==> config.mk <==
export PLATFORM = sky130hd
export DESIGN_NAME = conv_row_feeder
export DESIGN_NICKNAME = d
export VERILOG_FILES = /design/src/rtl/conv_row_feeder.sv
export SDC_FILE = /design/constraint.sdc
export NUM_CORES = 2
export LEC_CHECK = 0
export BUFFER_PORTS_ARGS = -buffer_cell sky130_fd_sc_hd__buf_2
export CELL_PAD_IN_SITES_DETAIL_PLACEMENT = 1
export CELL_PAD_IN_SITES_GLOBAL_PLACEMENT = 1
export CORE_AREA = 2 2 535 537
export CTS_CLUSTER_SIZE = 8
export DETAILED_ROUTE_END_ITERATION = 8
export DIE_AREA = 0 0 537 539
export PLACE_DENSITY = 0.75
export SYNTH_ARGS = -nofsm -noshare
export SYNTH_HDL_FRONTEND = slang
export SYNTH_SLANG_ARGS = --single-unit
==> constraint.sdc <==
create_clock -name clk -period 9.07 [get_ports clk]
set_clock_uncertainty 0.15 [all_clocks]
set_input_delay 0.4535 -clock clk [delete_from_list [all_inputs] [get_ports clk]]
set_output_delay 0.4535 -clock clk [all_outputs]
set_load 0.005 [all_outputs]
==> src/rtl/conv_row_feeder.sv <==
// -----------------------------------------------------------------------------
// conv_row_feeder
//
// Purpose
//   Source side of the conv_top row interface. A raster pixel stream is written
//   into a 4-slot line buffer. For each output row r, a zero-padded 3-row window
//   (rows r-1, r and r+1) is presented on image0_o/image1_o/image2_o. The window
//   is announced with a one-cycle image_start_o pulse. The block then waits for
//   image_done_i before it moves to the next window. One frame is H windows,
//   followed by a one-cycle frame_done_o pulse.
//
// Ports
//   clk            clock, all logic on the rising edge
//   rstn_i         synchronous reset, active-high despite its name
//   pix_data_i     one pixel; channel c at [c*DATA_WIDTH +: DATA_WIDTH]
//   pix_valid_i    pixel valid
//   pix_ready_o    pixel accepted when valid & ready
//   image0_o       window top row    (padded row r-1, zero for r==0)
//   image1_o       window middle row (padded row r)
//   image2_o       window bottom row (padded row r+1, zero for r==H-1)
//   image_start_o  one-cycle pulse: the window on image*_o is valid
//   image_done_i   one-cycle pulse from conv_top: the window has been consumed
//   frame_done_o   one-cycle pulse after the last window of the frame is done
//
// Row packing: channel c, padded column p sits at
//   [(c*(W+2)+p)*DATA_WIDTH +: DATA_WIDTH]. Columns p=0 and p=W+1 are zero.
//   Pixel column x maps to p=x+1.
// -----------------------------------------------------------------------------
module conv_row_feeder #(
  parameter int DATA_WIDTH = 8,
  parameter int D          = 4,
  parameter int W          = 12,
  parameter int H          = 12
) (
  input  logic                            clk,
  input  logic                            rstn_i,
  input  logic [D*DATA_WIDTH-1:0]         pix_data_i,
  input  logic                            pix_valid_i,
  output logic                            pix_ready_o,
  output logic [D*(W+2)*DATA_WIDTH-1:0]   image0_o,
  output logic [D*(W+2)*DATA_WIDTH-1:0]   image1_o,
  output logic [D*(W+2)*DATA_WIDTH-1:0]   image2_o,
  output logic                            image_start_o,
  input  logic                            image_done_i,
  output logic                            frame_done_o
);

  localparam int ROW_BITS = D*(W+2)*DATA_WIDTH;
  localparam int PIX_BITS = D*DATA_WIDTH;
  // The row and window counters share one width. It must hold values up to H+2.
  localparam int CNT_W    = $clog2(H+3);
  localparam int COL_W    = (W > 1) ? $clog2(W) : 1;

  localparam logic [CNT_W-1:0] C_H        = CNT_W'(H);
  localparam logic [CNT_W-1:0] C_H_M1     = CNT_W'(H-1);
  localparam logic [CNT_W-1:0] C_TWO      = CNT_W'(2);
  localparam logic [CNT_W-1:0] C_ONE      = CNT_W'(1);
  localparam logic [COL_W-1:0] C_COL_LAST = COL_W'(W-1);
  localparam logic [COL_W-1:0] C_COL_ONE  = COL_W'(1);

  typedef enum logic [1:0] {
    S_IDLE,
    S_START,
    S_WAIT,
    S_FDONE
  } state_t;

  state_t r_state;
  state_t w_state_next;

  logic [CNT_W-1:0]    r_rows_in;
  logic [CNT_W-1:0]    r_win;
  logic [COL_W-1:0]    r_col;
  logic [PIX_BITS-1:0] r_lbuf [4][W];
  logic [ROW_BITS-1:0] r_img0;
  logic [ROW_BITS-1:0] r_img1;
  logic [ROW_BITS-1:0] r_img2;

  logic                w_push;
  logic                w_row_last;
  logic                w_load;
  logic                w_win_inc;
  logic                w_frame_clr;
  logic [CNT_W-1:0]    w_win_p2;
  logic [CNT_W-1:0]    w_need;
  logic [1:0]          w_slot_top;
  logic [1:0]          w_slot_mid;
  logic [1:0]          w_slot_bot;
  logic [ROW_BITS-1:0] w_row_top;
  logic [ROW_BITS-1:0] w_row_mid;
  logic [ROW_BITS-1:0] w_row_bot;

  // ---------------------------------------------------------------------------
  // Input side
  // ---------------------------------------------------------------------------
  assign w_win_p2 = r_win + C_TWO;
  // A window needs rows up to win+1. The last window needs every row of the frame.
  assign w_need   = (w_win_p2 > C_H) ? C_H : w_win_p2;

  // Accepting up to row win+2 lets one row fill while conv runs. With 4 slots,
  // the row being written never lands on rows win-1..win+1.
  // Reset gates ready so that no handshake is offered while reset is held.
  assign pix_ready_o = !rstn_i && (r_rows_in < C_H) && (r_rows_in <= w_win_p2);
  assign w_push      = pix_valid_i && pix_ready_o;
  assign w_row_last  = (r_col == C_COL_LAST);

  // The line buffer holds data only, so it has no reset.
  always_ff @(posedge clk) begin
    if (w_push) begin
      r_lbuf[r_rows_in[1:0]][r_col] <= pix_data_i;
    end
  end

  // ---------------------------------------------------------------------------
  // Window assembly: slot rotation is row index mod 4
  // ---------------------------------------------------------------------------
  assign w_slot_mid = r_win[1:0];
  assign w_slot_top = r_win[1:0] - 2'd1;
  assign w_slot_bot = r_win[1:0] + 2'd1;

  for (genvar gi = 0; gi < D; gi++) begin : g_chan
    for (genvar gj = 0; gj < W+2; gj++) begin : g_col
      localparam int LSB = (gi*(W+2)+gj)*DATA_WIDTH;
      if (gj == 0 || gj == W+1) begin : g_pad
        assign w_row_top[LSB +: DATA_WIDTH] = '0;
        assign w_row_mid[LSB +: DATA_WIDTH] = '0;
        assign w_row_bot[LSB +: DATA_WIDTH] = '0;
      end else begin : g_pix
        assign w_row_top[LSB +: DATA_WIDTH] = r_lbuf[w_slot_top][gj-1][gi*DATA_WIDTH +: DATA_WIDTH];
        assign w_row_mid[LSB +: DATA_WIDTH] = r_lbuf[w_slot_mid][gj-1][gi*DATA_WIDTH +: DATA_WIDTH];
        assign w_row_bot[LSB +: DATA_WIDTH] = r_lbuf[w_slot_bot][gj-1][gi*DATA_WIDTH +: DATA_WIDTH];
      end
    end
  end

  // ---------------------------------------------------------------------------
  // Control FSM
  // ---------------------------------------------------------------------------
  always_comb begin
    w_state_next = r_state;
    w_load       = 1'b0;
    w_win_inc    = 1'b0;
    w_frame_clr  = 1'b0;
    case (r_state)
      S_IDLE: begin
        if (r_rows_in >= w_need) begin
          // The window registers load on this edge, so they are valid
          // in the same cycle as the start pulse.
          w_load       = 1'b1;
          w_state_next = S_START;
        end
      end
      S_START: begin
        w_state_next = S_WAIT;
      end
      S_WAIT: begin
        if (image_done_i) begin
          if (r_win == C_H_M1) begin
            w_state_next = S_FDONE;
          end else begin
            w_win_inc    = 1'b1;
            w_state_next = S_IDLE;
          end
        end
      end
      S_FDONE: begin
        w_frame_clr  = 1'b1;
        w_state_next = S_IDLE;
      end
      default: begin
        w_state_next = S_IDLE;
      end
    endcase
  end

  // The window advance and the row fill are independent. A done pulse and a
  // row's last pixel in the same cycle both take effect.
  always_ff @(posedge clk) begin
    if (rstn_i) begin
      r_state   <= S_IDLE;
      r_rows_in <= '0;
      r_win     <= '0;
      r_col     <= '0;
    end else begin
      r_state <= w_state_next;
      if (w_frame_clr) begin
        r_rows_in <= '0;
        r_win     <= '0;
        r_col     <= '0;
      end else begin
        if (w_push) begin
          if (w_row_last) begin
            r_col     <= '0;
            r_rows_in <= r_rows_in + C_ONE;
          end else begin
            r_col <= r_col + C_COL_ONE;
          end
        end
        if (w_win_inc) begin
          r_win <= r_win + C_ONE;
        end
      end
    end
  end

  always_ff @(posedge clk) begin
    if (rstn_i) begin
      r_img0 <= '0;
      r_img1 <= '0;
      r_img2 <= '0;
    end else if (w_load) begin
      r_img0 <= (r_win == '0)    ? '0 : w_row_top;
      r_img1 <= w_row_mid;
      r_img2 <= (r_win == C_H_M1) ? '0 : w_row_bot;
    end
  end

  assign image0_o      = r_img0;
  assign image1_o      = r_img1;
  assign image2_o      = r_img2;
  assign image_start_o = (r_state == S_START);
  assign frame_done_o  = (r_state == S_FDONE);

endmodule
==> flow_summary.ini <==
[detailed_routing]
ant_nets = 0
drtPass1Iterations = 6
avgRoutedWirePerCell_um = 33.2
drcViolationCount = 0
routed_via_density = 6.39
routed_wl_mm = 474
drt-initial-drc-count = 11247
vias = 91166

[floorplanning]
die_h_um = 539
chipWidth_um = 537
dieArea_sq_um = 289000
io_pins = 1383
core-area_sq_um = 284000
initial_core_util_pct = 43.3
fp-row-count = 196

[clock_network]
cts_made_buffers = 377
root_buffer = clkbuf_16
clock_sinks = 2702
tritoncts = done
cts_setup_buffers = 0
clk_latency_ns = 0.94
cts.path.max_buffers = 4
htreeDepth = 5
clk_pin_slew_worst_paths_ns = 0.05

[yosys]
syn-mean-instance-area_sq_um = 13.1
synth_cell_types = 44
syn_area_sq_um = 123000
ys_ff_latch = 2702
ys_top_cells_by_area = edfxtp_1 38%, mux4_2 21%, dfxtp_1 19%
yosysMostFrequentCell = o21ai_0
async_flop_share_pct = 0
yosys_most_used_dff = edfxtp_1
ys_seq_area_share_pct = 56.6
synth_common_cells = 1723 x o21ai_0, 1536 x edfxtp_1, 1166 x dfxtp_1
yosysWarnings = 0
synthCells = 9349
synth_top_cell_by_area = edfxtp_1
synth_top_area_share_pct = 37.6
synth_edf_count = 1536

[pwr]
p_sw_w = 0.00603
swShare_pct = 22.4
ir_worst_vdd_v = 0.000156
pwr-share-comb_pct = 1.8
power_frac_seq_pct = 48.1
power.internal_w = 0.0209
clkPwrFrac_pct = 50.1
leakage_nw = 47.7
power_density_nw_per_um2 = 190
total_power_w = 0.0270

[global_routing]
grt_overflow = 0
grt_max_degree = 249
grt_pass1_wl_mm = 677
grt_pass1_vias = 92755
antenna_found_initial = 38
grt.total_usage_pct = 31.9

[hold_path]
min_to = r_lbuf[3][64]
hold_depth = 1
hold_path_class = primary input to flop
min_from = pix_data_i[0]

[placement]
portBuffers = 1190
place.gp.congestion = 0.855
placedCellCount = 13544
placed_area_sq_um = 131000
place_hpwl_mm = 285

[worst_setup_path]
r2r-start = r_win[0]
cp_common_cell = buf_4
slowest_delay_ns = 0.97
crit_type = flop to flop
r2r_cells = 13
cp.required_ns = 9.77
cp-start-kind = flop
r2r_slack_ns = 2.76
path_max_fanout = 60
worstPathArrival_ns = 7.01
end_kind = flop
crit_chain = inv_1 > ha_1 > or3_1 > and2_1 > ha_1 > nand2b_1 > a21o_1 > a211o_4 > buf_4 > buf_4 > buf_4 > nand3_1 > a21oi_1
critPathSlowestCell = dfxtp_4
crit-reg2reg-capture = image1_o[416]
critPathLaunch = r_win[0]

[finish]
nets = 10228
drive_gt1_share_pct = 28.2
final_cell_area_sq_um = 142000
stdcell_count = 14263
area_growth_pct = 15.8

[sta]
period_minus_slack_ns = 6.31
finalMaxSlewViolations = 0
setup_viol = 0
rsz0062_at_grt = no
fin_crit_sh_pct = 69.6
max_freq_mhz = 158
hold_viol = 0
tightest_slew_ns = 1.34
fin_setup_tns_ns = 0
slew_headroom_pct = 11.0

[run]
cap_violations = 0

[status]
status = finished clean
## registers in the layout, summed over array words and instances, names as in the netlist
signal	count
image1_o	384
image2_o	384
r_state	2
r_rows_in	4
r_col	4
r_win	4
r_lbuf	1536
image0_o	384
## metal layers
layer / share of wire (%) / track usage [%] / wire length (um)
met4: 7.6 / 20.9 / 36000
met2: 46 / 49.3 / 218000
met5: 0.020 / 0 / 95
met3: 11 / 8.37 / 50100
met1: 36 / 39.7 / 170000
## per-stage QoR
| stage | worst slack (ns) | util (%) | hold WS, ns |
|---|---|---|---|
| finish | 2.76 | 50.1 | 0.0756 |
| global route | 2.38 | 50.1 | 0.0442 |
| CTS | 2.71 | 50.1 | 0.00447 |
| detailed placement | 2.73 | 46.1 | 0.317 |
| global placement | 2.89 | 46.1 | 0.311 |
| floorplan | 5.11 | - | 0.320 |
## worst max-delay path by stage
stage	cells past startpoint	slack [ns]	endpoint
after floorplan	19	5.11	image0_o[430]
after global placement	13	2.89	image1_o[73]
after detailed placement	13	2.73	image1_o[306]
after CTS	13	2.71	image1_o[300]
after global routing	13	2.38	image1_o[306]
final	13	2.76	image1_o[416]
## cell type report
cell class / instances / area (sq um)
clock buffers: 662 / 10600
flip-flops and latches: 2702 / 69500
diodes: 18 / 45.0
multi-input cells: 5731 / 49200
inverters: 10 / 37.5
repair buffers: 1350 / 7600
clock inverters: 28 / 613
well taps: 3762 / 4710
fillers: 28793 / 142000
## what timing repair did
action,CTS,global route
resized for setup,0,0
hold buffers,11,0
hold endpoints to repair,126,0
## cells by family after synthesis
group	synth area share, %
other	0.00305
and+or+nand+nor	8.21
muxes	21.2
buffers and inverters	4.30
DFF	56.6
xor gates and xnor gates	0.0357
adders and majority gates	0.204
AOI/OAI and AO/OA	9.54
## power by group through the flow
stage	combinational, W	sequential, W	clock (W)
CTS	0.000460	0.0130	0.0136
floorplan	0.000206	0.0132	0
detailed placement	0.000454	0.0132	0
finish	0.000474	0.0130	0.0135
global placement	0.000440	0.0132	0
global route	0.000488	0.0130	0.0141
## layout by cell type (no fill, tap or decap), types with 3 or more instances in the layout
master,Yosys,layout
nand3_1,386,386
nor2_1,67,18
mux4_2,1152,1152
buf_4,201,151
buf_12,0,27
diode_2,0,18
nor2_4,0,49
nand2_1,789,788
inv_16,0,5
o21ai_0,1723,1723
or3_1,3,3
dfxtp_1,1166,1164
conb_1,1,192
clkbuf_1,549,282
edfxtp_1,1536,1536
buf_2,248,1160
clkinv_8,0,3
nor2b_1,772,772
ha_1,20,19
mux2i_1,4,4
clkbuf_16,0,379
dlygate4sd3_1,0,11
o21ai_1,201,200
inv_6,0,4
and2_1,3,3
clkinv_16,0,12
a21oi_1,388,387
xnor2_1,3,3
inv_1,10,10
## worst max-delay path, delay by kind of cell (launching register included)
family	cells	cell delay, ns
DFF	1	0.97
AOI/OAI and AO/OA	3	0.99
buffers and inverters	4	2.39
and+or+nand+nor	4	0.89
adders and majority gates	2	0.54
Power figures use the tool's default switching activity.
